<file path="config.mk">
export PLATFORM = sky130hd
export DESIGN_NAME = track_lock_ctrl
export DESIGN_NICKNAME = d
export VERILOG_FILES = /design/src/rtl/tracking_pkg.sv /design/src/rtl/track_box_filter.sv /design/src/rtl/track_lock_ctrl.sv
export SDC_FILE = /design/constraint.sdc
export NUM_CORES = 1
export LEC_CHECK = 0
export CAP_MARGIN = 15
export CORE_UTILIZATION = 60
export DETAILED_ROUTE_END_ITERATION = 10
export PLACE_DENSITY = 0.93
export SLEW_MARGIN = 20
export SYNTH_ARGS = -nofsm -noshare
export SYNTH_HDL_FRONTEND = slang
export SYNTH_SLANG_ARGS = --single-unit
</file>
<file path="constraint.sdc">
create_clock -name clock_50 -period 7.6 [get_ports clock_50]
set_clock_uncertainty 0.15 [all_clocks]
set_input_delay 1.52 -clock clock_50 [delete_from_list [all_inputs] [get_ports clock_50]]
set_output_delay 1.52 -clock clock_50 [all_outputs]
set_load 0.03 [all_outputs]
</file>
<file path="src/rtl/tracking_pkg.sv">
`default_nettype none
// ============================================================================
// Module   : tracking_pkg
// Brief    : Shared types and constants for the colour-blob tracking channel.
// Revision : 1.0 - initial release
// ============================================================================
package tracking_pkg;

    localparam int c_coord_w   = 12;
    localparam int c_box_lanes = 4;

    typedef enum logic [1:0] {
        TRK_SEARCH  = 2'd0,
        TRK_ACQUIRE = 2'd1,
        TRK_LOCKED  = 2'd2,
        TRK_COAST   = 2'd3
    } track_state_t;

    // Lane order matches the packed lane arrays used by the datapath: x is lane 0.
    typedef struct packed {
        logic [c_coord_w-1:0] h;
        logic [c_coord_w-1:0] w;
        logic [c_coord_w-1:0] y;
        logic [c_coord_w-1:0] x;
    } box_t;

endpackage
`default_nettype wire

</file>
<file path="src/rtl/track_box_filter.sv">
`default_nettype none
// ============================================================================
// Module   : track_box_filter
// Brief    : Combinational 4-lane box update, IIR (3*box+det)/4 or bypass.
//            Smoothing is built only when TRACK_SMOOTH_EN is defined.
// Revision : 1.0 - initial release
// ============================================================================
module track_box_filter
    import tracking_pkg::*;
#(
    parameter int COORD_W = c_coord_w
) (
    input  logic [c_box_lanes-1:0][COORD_W-1:0] i_cur_box,
    input  logic [c_box_lanes-1:0][COORD_W-1:0] i_det_box,
    input  logic                                i_load_direct,
    output logic [c_box_lanes-1:0][COORD_W-1:0] o_nxt_box
);

`ifdef TRACK_SMOOTH_EN
    for (genvar i = 0; i < c_box_lanes; i++) begin : g_lane
        logic [COORD_W+1:0] w_sum;

        // Two guard bits hold 3*box + det without overflow before the shift.
        assign w_sum = ({2'b00, i_cur_box[i]} << 1) + {2'b00, i_cur_box[i]}
                     + {2'b00, i_det_box[i]};
        assign o_nxt_box[i] = i_load_direct ? i_det_box[i] : w_sum[COORD_W+1:2];
    end
`else
    logic w_unused_bypass;

    assign o_nxt_box       = i_det_box;
    assign w_unused_bypass = ^{i_cur_box, i_load_direct};
`endif

endmodule
`default_nettype wire

</file>
<file path="src/rtl/track_lock_ctrl.sv">
`default_nettype none
// ============================================================================
// Module   : track_lock_ctrl
// Brief    : Frame-rate lock FSM (search/acquire/locked/coast) producing a
//            stabilised bounding box. Optional smoothing: TRACK_SMOOTH_EN.
// Revision : 1.0 - initial release
// ============================================================================
module track_lock_ctrl
    import tracking_pkg::*;
#(
    parameter int COORD_W      = c_coord_w,
    parameter int ACQ_FRAMES   = 3,
    parameter int COAST_FRAMES = 8,
    parameter int MAX_JUMP     = 64
) (
    input  logic               clock_50,
    input  logic               reset,
    input  logic               frame_end,
    input  logic               det_valid,
    input  logic [COORD_W-1:0] det_x,
    input  logic [COORD_W-1:0] det_y,
    input  logic [COORD_W-1:0] det_w,
    input  logic [COORD_W-1:0] det_h,
    output logic               box_valid,
    output logic [COORD_W-1:0] box_x,
    output logic [COORD_W-1:0] box_y,
    output logic [COORD_W-1:0] box_w,
    output logic [COORD_W-1:0] box_h,
    output logic               locked,
    output logic [1:0]         trk_state
);

    localparam logic [3:0]       c_acq_frames   = 4'(ACQ_FRAMES);
    localparam logic [7:0]       c_coast_frames = 8'(COAST_FRAMES);
    localparam logic [COORD_W:0] c_max_jump     = (COORD_W+1)'(MAX_JUMP);

    function automatic logic [COORD_W:0] abs_diff(input logic [COORD_W-1:0] a,
                                                  input logic [COORD_W-1:0] b);
        return (a >= b) ? {1'b0, a - b} : {1'b0, b - a};
    endfunction

    track_state_t                         r_state, w_state_nxt;
    logic [3:0]                           r_acq_cnt, w_acq_nxt, w_acq_inc;
    logic [7:0]                           r_miss_cnt, w_miss_nxt, w_miss_inc;
    logic [COORD_W-1:0]                   r_ref_x, r_ref_y, w_ref_x_nxt, w_ref_y_nxt;
    logic                                 r_hit, w_hit, w_consistent;
    logic [c_box_lanes-1:0][COORD_W-1:0]  r_det, w_det_in, w_det;
    logic [c_box_lanes-1:0][COORD_W-1:0]  r_box, w_box_filt;
    logic                                 r_box_valid;
    logic                                 w_box_upd, w_box_direct;

    assign w_det_in = {det_h, det_w, det_y, det_x};

    // A detection arriving with frame_end belongs to the closing frame, so bypass the latch.
    assign w_hit = r_hit | det_valid;
    assign w_det = det_valid ? w_det_in : r_det;

    assign w_consistent = w_hit
                       && (abs_diff(w_det[0], r_ref_x) <= c_max_jump)
                       && (abs_diff(w_det[1], r_ref_y) <= c_max_jump);

    assign w_acq_inc  = (&r_acq_cnt)  ? r_acq_cnt  : r_acq_cnt  + 4'd1;
    assign w_miss_inc = (&r_miss_cnt) ? r_miss_cnt : r_miss_cnt + 8'd1;

    always_ff @(posedge clock_50 or negedge reset) begin
        if (!reset) begin
            r_hit <= 1'b0;
            r_det <= '0;
        end else if (frame_end) begin
            r_hit <= 1'b0;
            r_det <= '0;
        end else if (det_valid) begin
            r_hit <= 1'b1;
            r_det <= w_det_in;
        end
    end

    always_comb begin
        w_state_nxt  = r_state;
        w_acq_nxt    = r_acq_cnt;
        w_miss_nxt   = r_miss_cnt;
        w_ref_x_nxt  = r_ref_x;
        w_ref_y_nxt  = r_ref_y;
        w_box_upd    = 1'b0;
        w_box_direct = 1'b0;
        if (frame_end) begin
            case (r_state)
                TRK_SEARCH: begin
                    if (w_hit) begin
                        w_ref_x_nxt = w_det[0];
                        w_ref_y_nxt = w_det[1];
                        if (c_acq_frames <= 4'd1) begin
                            w_state_nxt  = TRK_LOCKED;
                            w_box_upd    = 1'b1;
                            w_box_direct = 1'b1;
                            w_miss_nxt   = 8'd0;
                            w_acq_nxt    = 4'd0;
                        end else begin
                            w_state_nxt = TRK_ACQUIRE;
                            w_acq_nxt   = 4'd1;
                        end
                    end
                end
                TRK_ACQUIRE: begin
                    if (w_consistent) begin
                        w_ref_x_nxt = w_det[0];
                        w_ref_y_nxt = w_det[1];
                        if (w_acq_inc >= c_acq_frames) begin
                            w_state_nxt  = TRK_LOCKED;
                            w_box_upd    = 1'b1;
                            w_box_direct = 1'b1;
                            w_miss_nxt   = 8'd0;
                            w_acq_nxt    = 4'd0;
                        end else begin
                            w_acq_nxt = w_acq_inc;
                        end
                    end else if (w_hit) begin
                        w_acq_nxt   = 4'd1;
                        w_ref_x_nxt = w_det[0];
                        w_ref_y_nxt = w_det[1];
                    end else begin
                        w_state_nxt = TRK_SEARCH;
                        w_acq_nxt   = 4'd0;
                    end
                end
                TRK_LOCKED: begin
                    if (w_consistent) begin
                        w_box_upd   = 1'b1;
                        w_ref_x_nxt = w_det[0];
                        w_ref_y_nxt = w_det[1];
                        w_miss_nxt  = 8'd0;
                    end else begin
                        w_state_nxt = TRK_COAST;
                        w_miss_nxt  = 8'd1;
                    end
                end
                TRK_COAST: begin
                    if (w_consistent) begin
                        w_state_nxt = TRK_LOCKED;
                        w_box_upd   = 1'b1;
                        w_ref_x_nxt = w_det[0];
                        w_ref_y_nxt = w_det[1];
                        w_miss_nxt  = 8'd0;
                    end else if (w_miss_inc >= c_coast_frames) begin
                        w_state_nxt = TRK_SEARCH;
                        w_miss_nxt  = 8'd0;
                        w_acq_nxt   = 4'd0;
                    end else begin
                        w_miss_nxt = w_miss_inc;
                    end
                end
                default: w_state_nxt = TRK_SEARCH;
            endcase
        end
    end

    track_box_filter #(
        .COORD_W (COORD_W)
    ) u_box_filter (
        .i_cur_box     (r_box),
        .i_det_box     (w_det),
        .i_load_direct (w_box_direct),
        .o_nxt_box     (w_box_filt)
    );

    always_ff @(posedge clock_50 or negedge reset) begin
        if (!reset) begin
            r_state     <= TRK_SEARCH;
            r_acq_cnt   <= 4'd0;
            r_miss_cnt  <= 8'd0;
            r_ref_x     <= '0;
            r_ref_y     <= '0;
            r_box       <= '0;
            r_box_valid <= 1'b0;
        end else begin
            r_state     <= w_state_nxt;
            r_acq_cnt   <= w_acq_nxt;
            r_miss_cnt  <= w_miss_nxt;
            r_ref_x     <= w_ref_x_nxt;
            r_ref_y     <= w_ref_y_nxt;
            r_box_valid <= frame_end;
            if (w_box_upd) begin
                r_box <= w_box_filt;
            end
        end
    end

    assign box_valid = r_box_valid;
    assign box_x     = r_box[0];
    assign box_y     = r_box[1];
    assign box_w     = r_box[2];
    assign box_h     = r_box[3];
    assign locked    = (r_state == TRK_LOCKED) || (r_state == TRK_COAST);
    assign trk_state = r_state;

endmodule
`default_nettype wire

</file>
==> run summary, run 1 <==
Status
- status: completed

Floorplanning
- site row count: 43
- IO Pins: 104
- effective utilization at floorplan: 62.2%
- die extent in x: 123 um
- Die Ht: 123 um
- placeable core region: 0.0140 mm2
- floorplan die area: 0.0150 mm2

Yosys
- Synth Register Bits: 136
- cell types occupying the most area after synthesis: sky130_fd_sc_hd__dfrtp_1 39%, sky130_fd_sc_hd__mux2i_1 8.7%, sky130_fd_sc_hd__ha_1 7.0%
- dominant combinational cell family by area after synthesis: simple AND/OR/NAND/NOR gates
- number of distinct library cells after synthesis: 70
- Post-Synth Simple-Gate Area: 17.8%
- fraction of synthesized cell area in xor and xnor cells: 1.10%
- mux cell area share after synthesis: 13.4%
- sequential area share after synthesis: 39.0%
- top cell type by total area after synthesis: sky130_fd_sc_hd__dfrtp_1
- count of flip-flops with a built-in enable after synthesis: 0
- number of standard cells after synthesis: 930
- library cell with the highest instance count after synthesis: sky130_fd_sc_hd__dfrtp_1
- most instantiated cells after synthesis: 136 x sky130_fd_sc_hd__dfrtp_1, 105 x sky130_fd_sc_hd__nor2_1, 87 x sky130_fd_sc_hd__inv_1
- share of synthesized cell area in full adder, half adder and majority cells: 7.02%
- most used flip-flop cell after synthesis: sky130_fd_sc_hd__dfrtp_1
- net count of the mapped netlist: 1031
- Syn Area/Cell: 9.39 um2
- count of yosys warnings during synthesis: 0
- fraction of registers with async set/reset: 100%
- Yosys top cell area share: 39.0%
- Netlist Area Pre-Place: 0.00873 mm2
- synthesized-area fraction occupied by ao, oa, aoi and oai cells: 14.8%

Layout
- ratio of cells with drive above 1 in the final layout: 8.77%
- antenna cells: 0
- area overhead of the layout relative to synthesis: 19.3%
- fin nets: 1103
- final non-filler cell total: 1195

Clock tree
- number of buffers added by the clock tree synthesis step: 17
- post-CTS repair timing setup buffer count: 0
- maximum level of the CTS H-tree: 4
- clock root buffer: sky130_fd_sc_hd__clkbuf_16
- clock latency at the later pin of the worst-skew pair: 0.44 ns
- number of cells upsized or downsized after cts: 0
- clock-pin transition on the worst setup and hold timing paths: 0.06 ns
- clock tree from TritonCTS: built
- sinks on the clock net: 136
- maximum buffer depth of the clock tree: 2
- number of hold buffers added after CTS: 0

Placed design
- # port buffers: 103
- final weighted congestion in routability-driven placement: 0.901
- detailed-placement wirelength estimate: 14200 um
- Cell Count Post-Placement: 1163

Route
- ANT nets after route: 0
- vias per cell: 6.19
- Total Routed Length: 22000 um
- DRC violation count after routing: 0
- Routed WL per cell: 18.4 um
- DRC violation total after the first TritonRoute iteration: 786
- first drt pass iteration count: 7
- total via count in the routed design: 7399

Critical path
- critical path launch point: det_valid
- critical-path maximum fanout: 31
- endpoint of the worst-slack reg-to-reg timing path: box_w[3]
- reg-to-reg slack, setup: 2.69 ns
- startpoint kind of the worst setup timing path: input port
- category of the most critical setup path: in2reg
- Critical Path RT: 7.75 ns
- Arrival @ worst endpoint: 6.38 ns
- worst reg2reg startpoint: r_det[9]
- kind of end point of the critical path: flop
- Worst Reg2Reg Path Length in Cells: 14
- Worst Setup EP: box_w[3]

Global route
- GRT overflow: 0
- wire length of the first global-routing pass: 36200 um
- number of global-route vias before repair: 7347
- largest net degree at the start of global routing: 92
- initial antenna violation count: 0
- Tot GR Track Use: 30.9%

STA
- count of pins over their slew limit: 0
- Fin Setup TNS: 0 ns
- Rel. slew slack: 40.0%
- minimum clock period after layout: 6.22 ns
- achievable clock frequency: 161 MHz
- RSZ-0062 raised after global routing: no
- worst slew pin tran: 0.900 ns
- Setup Viol. Count Final: 0
- Final Hold Violating Endpoints: 0
- fraction of the cycle the final worst path needs: 81.9%

Power and ir drop
- highest ir drop seen on vdd: 0.000283 V
- leak pwr: 5.42 nW
- Cell Pwr Density: 325 mW/mm2

Min path
- class of the worst hold path: reg2reg

Flow run
- maxcap violations: 0

## how the worst min path moves through the flow
stage / cells after the start / end / start / slack [ns]
finish: 1 / box_y[11] / box_y[11] / 0.37
global route: 1 / box_x[4] / box_x[4] / 0.37
CTS: 2 / r_hit / r_hit / 0.36
detailed placement: 1 / box_x[8] / box_x[8] / 0.35
global placement: 1 / box_y[11] / box_y[11] / 0.35
floorplan: 2 / r_hit / r_hit / 0.31
## flip-flops by register name (all words and copies together) (netlist names), named ones only
name,cells
box_h,12
box_valid,1
box_w,12
box_x,12
box_y,12
r_acq_cnt,4
r_det,48
r_hit,1
r_miss_cnt,8
r_ref_x,12
r_ref_y,12
trk_state,1
## worst max-delay path, cell delays in order
cell,delay (ns)
sky130_fd_sc_hd__buf_2,0.22
sky130_fd_sc_hd__buf_4,0.28
sky130_fd_sc_hd__mux2i_1,0.34
sky130_fd_sc_hd__inv_1,0.15
sky130_fd_sc_hd__ha_1,0.44
sky130_fd_sc_hd__a21oi_1,0.20
sky130_fd_sc_hd__o21bai_1,0.10
sky130_fd_sc_hd__a221o_1,0.42
sky130_fd_sc_hd__nor2_2,0.49
sky130_fd_sc_hd__mux2i_1,0.27
sky130_fd_sc_hd__a2bb2oi_1,0.17
sky130_fd_sc_hd__a41oi_1,0.19
sky130_fd_sc_hd__nor4_4,0.32
sky130_fd_sc_hd__nand3b_4,0.58
sky130_fd_sc_hd__buf_4,0.50
sky130_fd_sc_hd__mux2i_1,0.17
## logic make-up (layout without fill, tap and decap cells)
| family | Yosys count | count (layout) |
|---|---|---|
| buffers and inverters | 146 | 231 |
| DFF | 136 | 136 |
| muxes | 104 | 104 |
| and+or+nand+nor | 306 | 306 |
| xor gates and xnor gates | 11 | 11 |
| adders and majority gates | 49 | 49 |
| AOI/OAI and AO/OA | 178 | 178 |
## power breakdown
group          switching [mW]  total [mW]  internal [mW]
Clock                   0.337       0.884          0.546
Combinational           0.991        1.60          0.612
Sequential             0.0797       0.898          0.818
Total                    1.41        3.39           1.98
## through the flow
stage	area (um2)	hold WS [ns]	power, mW	util, %	worst slack (ns)
after global routing	10400	0.373	3.58	74.2	0.959
after floorplan	8730	0.313	2.12	-	1.88
final	10400	0.366	3.39	74.2	1.38
after detailed placement	9790	0.348	2.45	69.7	1.01
after CTS	10400	0.365	3.36	74.2	1.43
after global placement	9790	0.346	2.41	69.7	1.19
## layout by cell type (no fill, tap or decap), types with 4 or more instances in the layout
master	instances
sky130_fd_sc_hd__clkdlybuf4s50_1	100
sky130_fd_sc_hd__or3_1	29
sky130_fd_sc_hd__dfrtp_1	136
sky130_fd_sc_hd__ha_1	49
sky130_fd_sc_hd__inv_1	87
sky130_fd_sc_hd__a31oi_1	7
sky130_fd_sc_hd__mux2i_1	76
sky130_fd_sc_hd__nor3_1	9
sky130_fd_sc_hd__xnor2_1	7
sky130_fd_sc_hd__and2_1	5
sky130_fd_sc_hd__nand4_1	5
sky130_fd_sc_hd__mux2_2	4
sky130_fd_sc_hd__nand3_1	34
sky130_fd_sc_hd__o22ai_1	4
sky130_fd_sc_hd__nand2_1	61
sky130_fd_sc_hd__a21oi_1	29
sky130_fd_sc_hd__buf_4	10
sky130_fd_sc_hd__a221oi_1	6
sky130_fd_sc_hd__nor2_1	104
sky130_fd_sc_hd__clkbuf_16	17
sky130_fd_sc_hd__xor2_1	4
sky130_fd_sc_hd__inv_6	4
sky130_fd_sc_hd__and4_1	27
sky130_fd_sc_hd__nor2b_1	9
sky130_fd_sc_hd__a211oi_1	7
sky130_fd_sc_hd__o211a_1	5
sky130_fd_sc_hd__a21o_1	13
sky130_fd_sc_hd__mux2_4	24
sky130_fd_sc_hd__o211ai_1	6
sky130_fd_sc_hd__o221ai_1	24
sky130_fd_sc_hd__and3_1	4
sky130_fd_sc_hd__o21ai_0	33
## layout make-up
cell class	instances	area, um2
clock inverters	12	163
inverters	87	327
fillers	960	3620
clock buffers	20	467
multi-input cells	648	4740
repair buffers	112	1090
flip-flops and latches	136	3400
well taps	180	225
## per-layer routing
metal,share of wire (%),GRT usage (%),wire (um)
met1,42,38.6,9260
met2,48,50.8,10600
met3,7.8,9.20,1710
met4,1.9,10.5,413
met5,0,0,0
Power figures use the tool's default switching activity.
==> run 2, diff against run 1 <==
--- a/config.mk
+++ b/config.mk
@@ -6,9 +6,9 @@
 export NUM_CORES = 1
 export LEC_CHECK = 0
 export CAP_MARGIN = 15
-export CORE_UTILIZATION = 60
+export CORE_UTILIZATION = 52
 export DETAILED_ROUTE_END_ITERATION = 10
-export PLACE_DENSITY = 0.93
+export PLACE_DENSITY = 0.86
 export SLEW_MARGIN = 20
 export SYNTH_ARGS = -nofsm -noshare
 export SYNTH_HDL_FRONTEND = slang
==> constraint.sdc (replaced) <==
create_clock -name clock_50 -period 5.7 [get_ports clock_50]
set_clock_uncertainty 0.15 [all_clocks]
set_input_delay 1.14 -clock clock_50 [delete_from_list [all_inputs] [get_ports clock_50]]
set_output_delay 1.14 -clock clock_50 [all_outputs]
set_load 0.03 [all_outputs]
==> run 2 against run 1 <==
Critical path depth down 1. Via count down 2.0%. Core utilization down 9.8 points. Cell area up 1.8%. Count of clock-buffer cells in the layout down 1. Sequential share of layout area down 0.57 points. Setup slack worse by 0.94 ns. Power up 32%. Hold slack worse by 0.0059 ns. Cell count up 5.0%. Routed wire length down 5.1%. Combinational power up 39%.
==> run summary, run 2 (same netlist as run 1, synthesis figures left out) <==
Clock tree
- number of hold buffers added after CTS: 0, unchanged
- sinks on the clock net: 136, unchanged
- number of cells upsized or downsized after cts: 0, unchanged
- clock latency at the later pin of the worst-skew pair: 0.43 ns, about the same
- number of buffers added by the clock tree synthesis step: 17, unchanged
- maximum level of the CTS H-tree: 4, unchanged
- maximum buffer depth of the clock tree: 2, unchanged
- clock root buffer: sky130_fd_sc_hd__clkbuf_16
- post-CTS repair timing setup buffer count: 0, unchanged
- clock-pin transition on the worst setup and hold timing paths: 0.06 ns, about the same
- clock tree from TritonCTS: built

Placed design
- final weighted congestion in routability-driven placement: 0.925, +2.7%
- # port buffers: 103, unchanged
- detailed-placement wirelength estimate: 14400 um, +1.4%
- post-place setup slack: 0.0481 ns, -0.965 ns
- Cell Count Post-Placement: 1223, +5.2%

STA
- minimum clock period after layout: 5.27 ns
- Fin Setup TNS: 0 ns, unchanged
- worst slew pin tran: 0.925 ns, +0.0258 ns
- fraction of the cycle the final worst path needs: 92.4%
- Setup Viol. Count Final: 0, unchanged
- Rel. slew slack: 38.3%, -1.7 points
- achievable clock frequency: 190 MHz
- count of pins over their slew limit: 0, unchanged
- Final Hold Violating Endpoints: 0, unchanged
- RSZ-0062 raised after global routing: no
- smallest setup slack after layout: 0.433 ns, -0.942 ns

Floorplanning
- die extent in x: 132 um, +7.3%
- site row count: 47, +9.3%
- effective utilization at floorplan: 53.0%, -9.2 points
- floorplan die area: 0.0173 mm2, +15%
- IO Pins: 104, unchanged
- Die Ht: 132 um, +7.3%
- placeable core region: 0.0165 mm2, +17%

Layout
- flip-flop count of the largest register after layout: 48, unchanged
- Core Util, Final: 64.4%, -9.8 points
- antenna cells: 0, unchanged
- area overhead of the layout relative to synthesis: 21.4%
- leading cell types in the layout, fill and taps excluded: 136 x sky130_fd_sc_hd__dfrtp_1, 104 x sky130_fd_sc_hd__nor2_1, 100 x sky130_fd_sc_hd__clkdlybuf4s50_1
- most common cell after layout, fill and taps aside: sky130_fd_sc_hd__dfrtp_1
- final non-filler cell total: 1255, +5.0%
- fin nets: 1123, +1.8%
- ratio of cells with drive above 1 in the final layout: 10.4%, +1.7 points
- register with the highest flop count: r_det

Global route
- initial antenna violation count: 0, unchanged
- largest net degree at the start of global routing: 103, +12%
- Tot GR Track Use: 24.9%, -6.0 points
- wire length of the first global-routing pass: 35200 um, -3.0%
- number of global-route vias before repair: 7098, -3.4%
- GRT overflow: 0, unchanged

Critical path
- maximum cell stage delay along the critical path: 0.50 ns, -0.08 ns
- worst reg2reg startpoint: r_det[10]
- startpoint kind of the worst setup timing path: input port
- Arrival @ worst endpoint: 5.42 ns, -0.96 ns
- Critical Path RT: 5.85 ns, -1.90 ns
- critical path launch point: det_x[10]
- Top cell by count, worst path: sky130_fd_sc_hd__inv_1
- Cell Chain, Critical Path: clkdlybuf4s50_1 > mux2i_1 > inv_1 > ha_1 > inv_1 > o21bai_1 > a221o_1 > nor2_2 > nor3_1 > a221oi_1 > nand3_1 > nor4_4 > buf_4 > nor2_1 > or3_1
- critical-path maximum fanout: 21, -32%
- category of the most critical setup path: in2reg
- kind of end point of the critical path: flop
- Slowest-stage cell, CP: sky130_fd_sc_hd__nor2_2

Route
- first drt pass iteration count: 5, -2
- total via count in the routed design: 7251, -2.0%
- ANT nets after route: 0, unchanged
- DRC violation total after the first TritonRoute iteration: 588, -25%
- vias per cell: 5.78, -6.7%
- DRC violation count after routing: 0, unchanged
- Routed WL per cell: 16.6 um, -9.6%
- Total Routed Length: 20900 um, -5.1%

Power and ir drop
- PnR Total Power: 4.47 mW, +32%
- leak pwr: 5.50 nW, +1.5%
- highest ir drop seen on vdd: 0.000339 V, +20%
- register share of total power: 26.7%, +0.2 points
- combinational share of power: 49.8%, +2.4 points
- total internal power: 2.61 mW, +32%
- switching portion of total power: 41.6%, about the same
- clock group share of total power: 23.5%, -2.6 points
- Cell Pwr Density: 422 mW/mm2, +30%
- sw power: 1.86 mW, +32%

Status
- status: completed

Flow run
- maxcap violations: 0, unchanged

Min path
- class of the worst hold path: reg2reg
- startpoint of the tightest hold check path: box_y[4]

[run 2: stage by stage]
stage | area, um2 | hold WS, ns
6_report | 10600 | 0.360
5_1_grt | 10600 | 0.373
4_1_cts | 10600 | 0.361
3_5_place_dp | 10000 | 0.345
3_3_place_gp | 10000 | 0.342
2_1_floorplan | 8730 | 0.313
[run 2: worst max-delay path: cells and delay by family]
| family | cells | cell delay [ns] |
|---|---|---|
| AOI/OAI and AO/OA | 3 | 0.75 |
| adders and majority gates | 1 | 0.42 |
| buffers and inverters | 4 | 1.02 |
| muxes | 1 | 0.30 |
| and+or+nand+nor | 6 | 1.78 |
[run 2: final timing paths]
path | endpoint | slack [ns] | depth (start not counted)
worst max-delay path | r_ref_x[5] | 0.43 | 15
worst min-delay path | box_y[4] | 0.36 | 1
worst min register to register | box_y[4] | 0.36 | 1
min in group asynchronous | r_det[13] | 0.68 | 1
max in group asynchronous | box_w[10] | 3.71 | 2
worst max register to register | r_ref_x[5] | 1.23 | 14
[run 2: layout make-up]
cell class                 count  area (um2)
timing repair buffer         132        1290
multi-input combinational    648        4740
clock buffer                  19         443
inverter                      87         327
sequential                   136        3400
tap                          220         275
fill                        1321        5860
clock inverter                13         120
[run 2: power by group through the flow]
stage	combinational [mW]	clock, mW	sequential (mW)
2_1_floorplan	1.63	0	1.19
3_3_place_gp	2.14	0	1.20
3_5_place_dp	2.17	0	1.21
4_1_cts	2.19	1.08	1.19
5_1_grt	2.44	1.12	1.21
6_report	2.23	1.05	1.19
[run 2: per-layer routing]
metal	global-route usage, %	vias to the layer above	part of all wire, %	wire length (um)
met5	0	-	0	0
met4	7.36	0	1.8	367
met3	6.60	32	6.8	1420
met2	39.2	257	46	9610
met1	33.5	3489	45	9480
li1	-	3473	-	-
